--- src/rtl/painterengine_gpu_blend_pkg.sv ---
// Shared constants for the PainterEngine GPU blend pipeline: blend modes, pixel layouts
// and the pipeline depth.
package painterengine_gpu_blend_pkg;

  localparam logic [1:0] BLEND_OVER = 2'd0;
  localparam logic [1:0] BLEND_ADD  = 2'd1;
  localparam logic [1:0] BLEND_MUL  = 2'd2;
  localparam logic [1:0] BLEND_PASS = 2'd3;

  localparam logic ARGB_MODE_AXXX = 1'b1;
  localparam logic ARGB_MODE_XXXA = 1'b0;

  localparam int unsigned BLEND_LATENCY = 4;

endpackage

--- src/rtl/painterengine_gpu_blend_lane.sv ---
// One pixel of the blend datapath: unpack (S0), weight (S1), products (S2) and
// finish/repack (S3), all advancing on a shared enable.
module painterengine_gpu_blend_lane
  import painterengine_gpu_blend_pkg::*;
#(
  parameter int unsigned CH_W = 8
) (
  input  logic              clk_i,
  input  logic              rst_ni,
  input  logic              en_i,
  input  logic              argb_mode_i,
  input  logic [1:0]        blend_mode_i,
  input  logic [4*CH_W-1:0] data1_i,
  input  logic [4*CH_W-1:0] data2_i,
  input  logic [4*CH_W-1:0] blend_i,
  output logic [4*CH_W-1:0] data_o
);

  localparam int unsigned PW = 4 * CH_W;
  localparam int unsigned EW = 2 * CH_W + 2;
  localparam logic [CH_W-1:0] MaxC = '1;
  localparam logic [EW-1:0] MaxE  = EW'(MaxC);
  localparam logic [EW-1:0] OneE  = EW'(1);
  localparam logic [EW-1:0] FullE = MaxE + OneE;

  // Channel index 0 = a, 1 = r, 2 = g, 3 = b.
  typedef logic [3:0][CH_W-1:0] argb_t;

  function automatic argb_t unpack(input logic [PW-1:0] p, input logic mode);
    argb_t v;
    v = '0;
    for (int i = 0; i < 4; i++) begin
      v[i] = (mode == ARGB_MODE_AXXX) ? p[(3-i)*CH_W +: CH_W] : p[i*CH_W +: CH_W];
    end
    return v;
  endfunction

  function automatic logic [PW-1:0] pack(input argb_t v, input logic mode);
    logic [PW-1:0] p;
    p = '0;
    for (int i = 0; i < 4; i++) begin
      if (mode == ARGB_MODE_XXXA) p[i*CH_W +: CH_W] = v[i];
      else                        p[(3-i)*CH_W +: CH_W] = v[i];
    end
    return p;
  endfunction

  argb_t               s0_d1_q, s0_d2_q, s0_bl_q;
  logic                s0_am_q, s1_am_q, s2_am_q;
  logic [1:0]          s0_bm_q, s1_bm_q, s2_bm_q;
  argb_t               s1_w_q, s1_w_d, s1_d2_q;
  logic [3:0][EW-1:0]  s2_t_q, s2_t_d;
  logic [PW-1:0]       s3_q, s3_d;

  // S1: saturating weights of source 1 by the blend colour (Q1.(CH_W-1) scale).
  always_comb begin
    logic [EW-1:0] prod;
    prod   = '0;
    s1_w_d = '0;
    for (int i = 0; i < 4; i++) begin
      prod      = (EW'(s0_d1_q[i]) * EW'(s0_bl_q[i])) >> (CH_W - 1);
      s1_w_d[i] = (prod > MaxE) ? MaxC : CH_W'(prod);
    end
  end

  // S2: mode-specific complement/product terms, finished by S3.
  always_comb begin
    logic [EW-1:0] wa, a2, wc, c2;
    wa     = EW'(s1_w_q[0]);
    a2     = EW'(s1_d2_q[0]);
    wc     = '0;
    c2     = '0;
    s2_t_d = '0;
    case (s1_bm_q)
      BLEND_OVER: s2_t_d[0] = (FullE - a2) * (MaxE - wa);
      BLEND_ADD:  s2_t_d[0] = (a2 > wa) ? a2 : wa;
      default:    s2_t_d[0] = a2;
    endcase
    for (int i = 1; i < 4; i++) begin
      wc = EW'(s1_w_q[i]);
      c2 = EW'(s1_d2_q[i]);
      case (s1_bm_q)
        BLEND_OVER: s2_t_d[i] = (FullE - wa) * c2 + (wa + OneE) * wc;
        BLEND_ADD:  s2_t_d[i] = c2 + wc;
        BLEND_MUL:  s2_t_d[i] = c2 * (wc + OneE);
        default:    s2_t_d[i] = c2;
      endcase
    end
  end

  always_comb begin
    argb_t r;
    r = '0;
    case (s2_bm_q)
      BLEND_OVER: r[0] = MaxC - CH_W'(s2_t_q[0] >> CH_W);
      default:    r[0] = CH_W'(s2_t_q[0]);
    endcase
    for (int i = 1; i < 4; i++) begin
      case (s2_bm_q)
        BLEND_ADD:  r[i] = (s2_t_q[i] > MaxE) ? MaxC : CH_W'(s2_t_q[i]);
        BLEND_PASS: r[i] = CH_W'(s2_t_q[i]);
        default:    r[i] = CH_W'(s2_t_q[i] >> CH_W);
      endcase
    end
    s3_d = pack(r, s2_am_q);
  end

  always_ff @(posedge clk_i or negedge rst_ni) begin
    if (!rst_ni) begin
      s0_d1_q <= '0;
      s0_d2_q <= '0;
      s0_bl_q <= '0;
      s0_am_q <= 1'b0;
      s0_bm_q <= '0;
      s1_w_q  <= '0;
      s1_d2_q <= '0;
      s1_am_q <= 1'b0;
      s1_bm_q <= '0;
      s2_t_q  <= '0;
      s2_am_q <= 1'b0;
      s2_bm_q <= '0;
      s3_q    <= '0;
    end else if (en_i) begin
      s0_d1_q <= unpack(data1_i, argb_mode_i);
      s0_d2_q <= unpack(data2_i, argb_mode_i);
      s0_bl_q <= unpack(blend_i, ARGB_MODE_AXXX);
      s0_am_q <= argb_mode_i;
      s0_bm_q <= blend_mode_i;
      s1_w_q  <= s1_w_d;
      s1_d2_q <= s0_d2_q;
      s1_am_q <= s0_am_q;
      s1_bm_q <= s0_bm_q;
      s2_t_q  <= s2_t_d;
      s2_am_q <= s1_am_q;
      s2_bm_q <= s1_bm_q;
      s3_q    <= s3_d;
    end
  end

  assign data_o = s3_q;

endmodule

--- src/rtl/painterengine_gpu_blend_pipe.sv ---
// Back-pressured multi-lane ARGB blend pipeline: valid chain, handshake and output pixel
// counter around LANES copies of the per-pixel datapath.
module painterengine_gpu_blend_pipe
  import painterengine_gpu_blend_pkg::*;
#(
  parameter int unsigned CH_W  = 8,
  parameter int unsigned LANES = 1
) (
  input  logic                      i_wire_clock,
  input  logic                      i_wire_resetn,
  input  logic                      i_wire_in_valid,
  output logic                      o_wire_in_ready,
  input  logic                      i_wire_argb_mode,
  input  logic [1:0]                i_wire_blend_mode,
  input  logic [LANES*4*CH_W-1:0]   i_wire_data1_in,
  input  logic [LANES*4*CH_W-1:0]   i_wire_data2_in,
  input  logic [4*CH_W-1:0]         i_wire_blend,
  output logic [LANES*4*CH_W-1:0]   o_wire_data_out,
  output logic                      o_wire_out_valid,
  input  logic                      i_wire_out_ready,
  input  logic                      i_wire_count_clear,
  output logic [31:0]               o_wire_pix_count
);

  localparam int unsigned PW = 4 * CH_W;

  logic [BLEND_LATENCY-1:0] valid_q, valid_d;
  logic [31:0]              count_q, count_d;
  logic [LANES*PW-1:0]      lane_data;
  logic                     adv;

  // The whole pipe moves as one; bubbles are not squeezed out under stall.
  assign adv             = !valid_q[BLEND_LATENCY-1] || i_wire_out_ready;
  assign o_wire_in_ready = adv;

  always_comb begin
    valid_d = valid_q;
    if (adv) valid_d = {valid_q[BLEND_LATENCY-2:0], i_wire_in_valid};
    count_d = count_q;
    if (i_wire_count_clear) begin
      count_d = '0;
    end else if (o_wire_out_valid && i_wire_out_ready) begin
      count_d = count_q + 32'(LANES);
    end
  end

  always_ff @(posedge i_wire_clock or negedge i_wire_resetn) begin
    if (!i_wire_resetn) begin
      valid_q <= '0;
      count_q <= '0;
    end else begin
      valid_q <= valid_d;
      count_q <= count_d;
    end
  end

  for (genvar l = 0; l < LANES; l++) begin : g_lane
    painterengine_gpu_blend_lane #(
      .CH_W(CH_W)
    ) u_lane (
      .clk_i       (i_wire_clock),
      .rst_ni      (i_wire_resetn),
      .en_i        (adv),
      .argb_mode_i (i_wire_argb_mode),
      .blend_mode_i(i_wire_blend_mode),
      .data1_i     (i_wire_data1_in[l*PW +: PW]),
      .data2_i     (i_wire_data2_in[l*PW +: PW]),
      .blend_i     (i_wire_blend),
      .data_o      (lane_data[l*PW +: PW])
    );
  end

  assign o_wire_out_valid = valid_q[BLEND_LATENCY-1];
  assign o_wire_data_out  = o_wire_out_valid ? lane_data : '0;
  assign o_wire_pix_count = count_q;

endmodule

--- config.mk ---
export PLATFORM = sky130hd
export DESIGN_NAME = painterengine_gpu_blend_pipe
export DESIGN_NICKNAME = d
export VERILOG_FILES = /design/src/rtl/painterengine_gpu_blend_pkg.sv /design/src/rtl/painterengine_gpu_blend_lane.sv /design/src/rtl/painterengine_gpu_blend_pipe.sv
export SDC_FILE = /design/constraint.sdc
export NUM_CORES = 2
export LEC_CHECK = 0
export BUFFER_PORTS_ARGS = -buffer_cell sky130_fd_sc_hd__clkbuf_2
export CAP_MARGIN = 40
export CORE_ASPECT_RATIO = 0.7
export CORE_MARGIN = 4
export CORE_UTILIZATION = 25
export CTS_BUF_LIST = sky130_fd_sc_hd__clkbuf_8
export CTS_CLUSTER_SIZE = 16
export DETAILED_ROUTE_END_ITERATION = 8
export GPL_TIMING_DRIVEN = 0
export REMOVE_ABC_BUFFERS = 1
export SLEW_MARGIN = 15
export SYNTH_ARGS = -nofsm -noshare
export SYNTH_HDL_FRONTEND = slang
export SYNTH_SLANG_ARGS = --single-unit
export TNS_END_PERCENT = 30
--- constraint.sdc ---
create_clock -name i_wire_clock -period 6.5 [get_ports i_wire_clock]
set_input_delay 0.975 -clock i_wire_clock [delete_from_list [all_inputs] [get_ports i_wire_clock]]
set_output_delay 0.975 -clock i_wire_clock [all_outputs]
set_load 0.05 [all_outputs]
==> flow_metrics.env <==
export IMPL_status="complete, but fails checks"
export IMPL_failed_checks="negative setup slack"
export IMPL_worst_ep_required_time_ns=7.13
export IMPL_finalCritPeriodShare_pct=105.7
export IMPL_finish_net_count=6841
export IMPL_die_y_um=372.2
export IMPL_regToRegEndpoint="g_lane[0].u_lane.s2_t_q[53]"
export IMPL_grt_pass1_wl_um=217700
export IMPL_first_global_vias=38010
export IMPL_ios=170
export IMPL_critPathBufInv=10
export IMPL_final_cells=8088
export IMPL_max_cap_viol_count=0
export IMPL_htree_num_levels=2
export IMPL_setup_viol=26
export IMPL_clk_transition_reported_paths_ns=0.07
export IMPL_io_buffer_count=169
export IMPL_cts_tree="yes"
export IMPL_syn_area_um2=47370
export IMPL_r2r_start="g_lane[0].u_lane.s1_w_q[4]"
export IMPL_cts_buffers=57
export IMPL_rsz0062_at_grt="true"
export IMPL_setup_ws_ns=-0.3734
export IMPL_syn_inst=5410
export IMPL_grt_ovfl_total=0
export IMPL_clk_latency_ns=0.75
export IMPL_yosys_warnings=0
export IMPL_worst_pin_slew_ns=0.9598
export IMPL_cp_data_arrival_time_ns=7.50
export IMPL_slowest_stage="fa_1"
export IMPL_async_flop_share_pct=100.0
export IMPL_synth_distinct_cells=81
export IMPL_fillers=19660
export IMPL_std_cell_rows=133
export IMPL_routed_wl_um=137500
export IMPL_root_buffer="clkbuf_8"
export IMPL_fmax_mhz=145.5
export IMPL_whs_ns=0.1735
export IMPL_cpMostUsedCell="fa_1"
export IMPL_synth_top_area_share_pct=27.13
export IMPL_worst_setup_path_end_kind="register"
export IMPL_place_hpwl_um=105800
export IMPL_die_area_um2=196600
export IMPL_synth_edf_count=0
export IMPL_yosys_top_cells_area="fa_1 (27%), dfrtp_1 (16%), ha_1 (15%)"
export IMPL_initial_utilization_pct=25.19
export IMPL_ys_seq_area_share_pct=16.22
export IMPL_startpoint_type="register"
export IMPL_detail_route_wl_per_cell_um=17.00
export IMPL_ff2ff_path_depth=30
export IMPL_gp_congestion=0.8486
export IMPL_core_region_area_um2=188000
export IMPL_firstDrtPassIters=6
export IMPL_finalMaxSlewViolations=0
export IMPL_dieWidth_um=528.3
export IMPL_grt_max_degree=110
export IMPL_antenna_found_initial=8
export IMPL_clockBufferDepth=3
export IMPL_grt_total_usage_pct=13.93
export IMPL_clock_skew_ns=0.02438
export IMPL_cpPeakStageDelay_ns=0.56
export IMPL_drt_initial_drc_count=2511
export IMPL_synth_seq_cells=307
export IMPL_path_delay_family="adder cells"
export IMPL_fin_crit_ns=6.873
export IMPL_setup_tns_ns=-5.596
export IMPL_dp_cells=7883
export IMPL_hold_viol_final=0
export IMPL_min_path_type="in -> async"
export IMPL_max_slew_margin_pct=36.01
export IMPL_yosys_area_top_type="fa_1"
export IMPL_ant_nets=0
export IMPL_via_count=36710
export IMPL_final_layout_size_suffix_gt1_share_pct=12.06
export IMPL_cp_max_fo=7
export IMPL_synth_ff_type="dfrtp_1"
export IMPL_ctsHoldBuffers=0
export IMPL_critical_path_class="reg -> reg"
export IMPL_avgSynthCellArea_um2=8.756
export IMPL_drc_errors=0
export IMPL_vias_per_cell=4.539
export IMPL_clkSinkCount=307
export IMPL_synth_commonest_cells="inv_1 (862), nand2_1 (831), fa_1 (642), ha_1 (549), and2_1 (446)"
export IMPL_r2r_slack_ns=-0.37
export IMPL_synthToLayoutAreaGrowth_pct=16.73
export IMPL_yosysMostFrequentCell="inv_1"
==> metrics by stage <==
| step | area, µm² | util (%) | setup slack [ns] |
|---|---|---|---|
| finish | 55290 | 29.40 | -0.3734 |
| global route | 55290 | 29.40 | -0.5944 |
| CTS | 54050 | 28.75 | -0.4326 |
| detailed placement | 51600 | 27.44 | -2.078 |
| global placement | 50360 | 26.78 | -27.09 |
| floorplan | 46390 | - | -12.89 |
==> worst reg2reg max path, delay by kind of cell, from the launching register on <==
kind / cells / cell delay [ns]
fa+ha+maj: 7 / 3.36
buf+inv: 10 / 1.02
compound gates: 6 / 0.87
xor+xnor: 2 / 0.53
simple gates: 5 / 0.52
flops: 1 / 0.46
==> worst max-delay path by stage <==
stage / slack (ns) / cells past startpoint / endpoint / from
after floorplan: -12.89 / 6 / g_lane[0].u_lane.s1_w_q[0] / i_wire_out_ready
after global placement: -27.09 / 7 / g_lane[0].u_lane.s1_w_q[4] / i_wire_out_ready
after detailed placement: -2.08 / 24 / g_lane[0].u_lane.s2_t_q[53] / g_lane[0].u_lane.s1_w_q[6]
after CTS: -0.43 / 23 / g_lane[0].u_lane.s2_t_q[53] / g_lane[0].u_lane.s1_w_q[3]
after global routing: -0.59 / 26 / g_lane[0].u_lane.s2_t_q[71] / g_lane[0].u_lane.s1_w_q[0]
final: -0.37 / 30 / g_lane[0].u_lane.s2_t_q[53] / g_lane[0].u_lane.s1_w_q[4]
==> logic make-up (layout without fill, tap and decap cells) <==
group	count (synthesis)	in the layout	share of synthesized area, %
buffers and inverters	1126	1302	8.962
and+or+nand+nor	1895	1895	19.10
adders and majority gates	1191	1191	41.63
muxes	106	106	2.604
other	1	6	0.007917
AOI/OAI and AO/OA	584	584	7.755
xor gates and xnor gates	200	200	3.714
DFF	307	307	16.22
==> per-layer routing <==
layer  vias to the layer above  global-route usage (%)  routed length, µm
li1                      17270                       -                  -
met5                         -                       0                 27
met1                     18230                   20.79              67290
met4                         4                   3.065               3084
met2                      1056                   20.37              56870
met3                       150                   3.064              10250
==> cell usage in the layout (no fill, tap or decap), types with 13 or more instances in the layout <==
master / instances
or3_1: 19
nand2_1: 822
mux2i_1: 85
xor2_1: 81
dfrtp_1: 295
buf_4: 79
a21oi_1: 121
nor2b_1: 110
or2_2: 13
ha_4: 19
xnor2_2: 17
o211ai_1: 16
ha_1: 527
nand2b_1: 30
inv_1: 857
clkbuf_8: 73
mux4_2: 13
buf_8: 23
xnor2_1: 72
buf_12: 23
nand3_1: 59
a21o_1: 28
nor3_1: 36
a211oi_1: 21
xor2_2: 15
inv_2: 14
and2_1: 442
fa_1: 631
clkbuf_2: 167
buf_16: 16
buf_6: 17
and3_1: 18
nor2_1: 256
nand4_1: 13
o21bai_1: 13
a31oi_1: 39
o21a_1: 29
o21ai_0: 176
a22o_1: 17
==> state kept, by name, summed over array words and instances (netlist names), 2 cells and up <==
register / flops
g_lane.u_lane.s0_d1_q: 32
g_lane.u_lane.s2_t_q: 70
g_lane.u_lane.s1_w_q: 32
o_wire_pix_count: 32
g_lane.u_lane.s0_bl_q: 32
g_lane.u_lane.s0_bm_q: 2
g_lane.u_lane.data_o: 32
g_lane.u_lane.s0_d2_q: 32
valid_q: 4
g_lane.u_lane.s2_bm_q: 2
g_lane.u_lane.s1_d2_q: 32
g_lane.u_lane.s1_bm_q: 2
==> repair_timing <==
action | CTS | global route
gates resized for setup | 155 | 152
pin swaps | 55 | 94
endpoints found under the setup margin | 42 | 38
cloned | 3 | 2
buffers inserted | 53 | 43
hold endpoints to repair | 0 | 0
==> layout make-up <==
class                           instances  area [µm²]  area share [%]
Clock buffer                           71       977.2           1.767
Clock inverter                         30       235.2          0.4254
Tap cell                             2497        3124           5.651
Sequential cell                       307        7712           13.95
Inverter                              869        3334           6.031
Multi-Input combinational cell       3979       36900           66.74
Antenna cell                            3       7.507         0.01358
Timing Repair Buffer                  332        2997           5.420
Power is left out: the tool's default activity adds up to more than one toggle a clock period on the data nets, which glitch-free logic cannot reach.
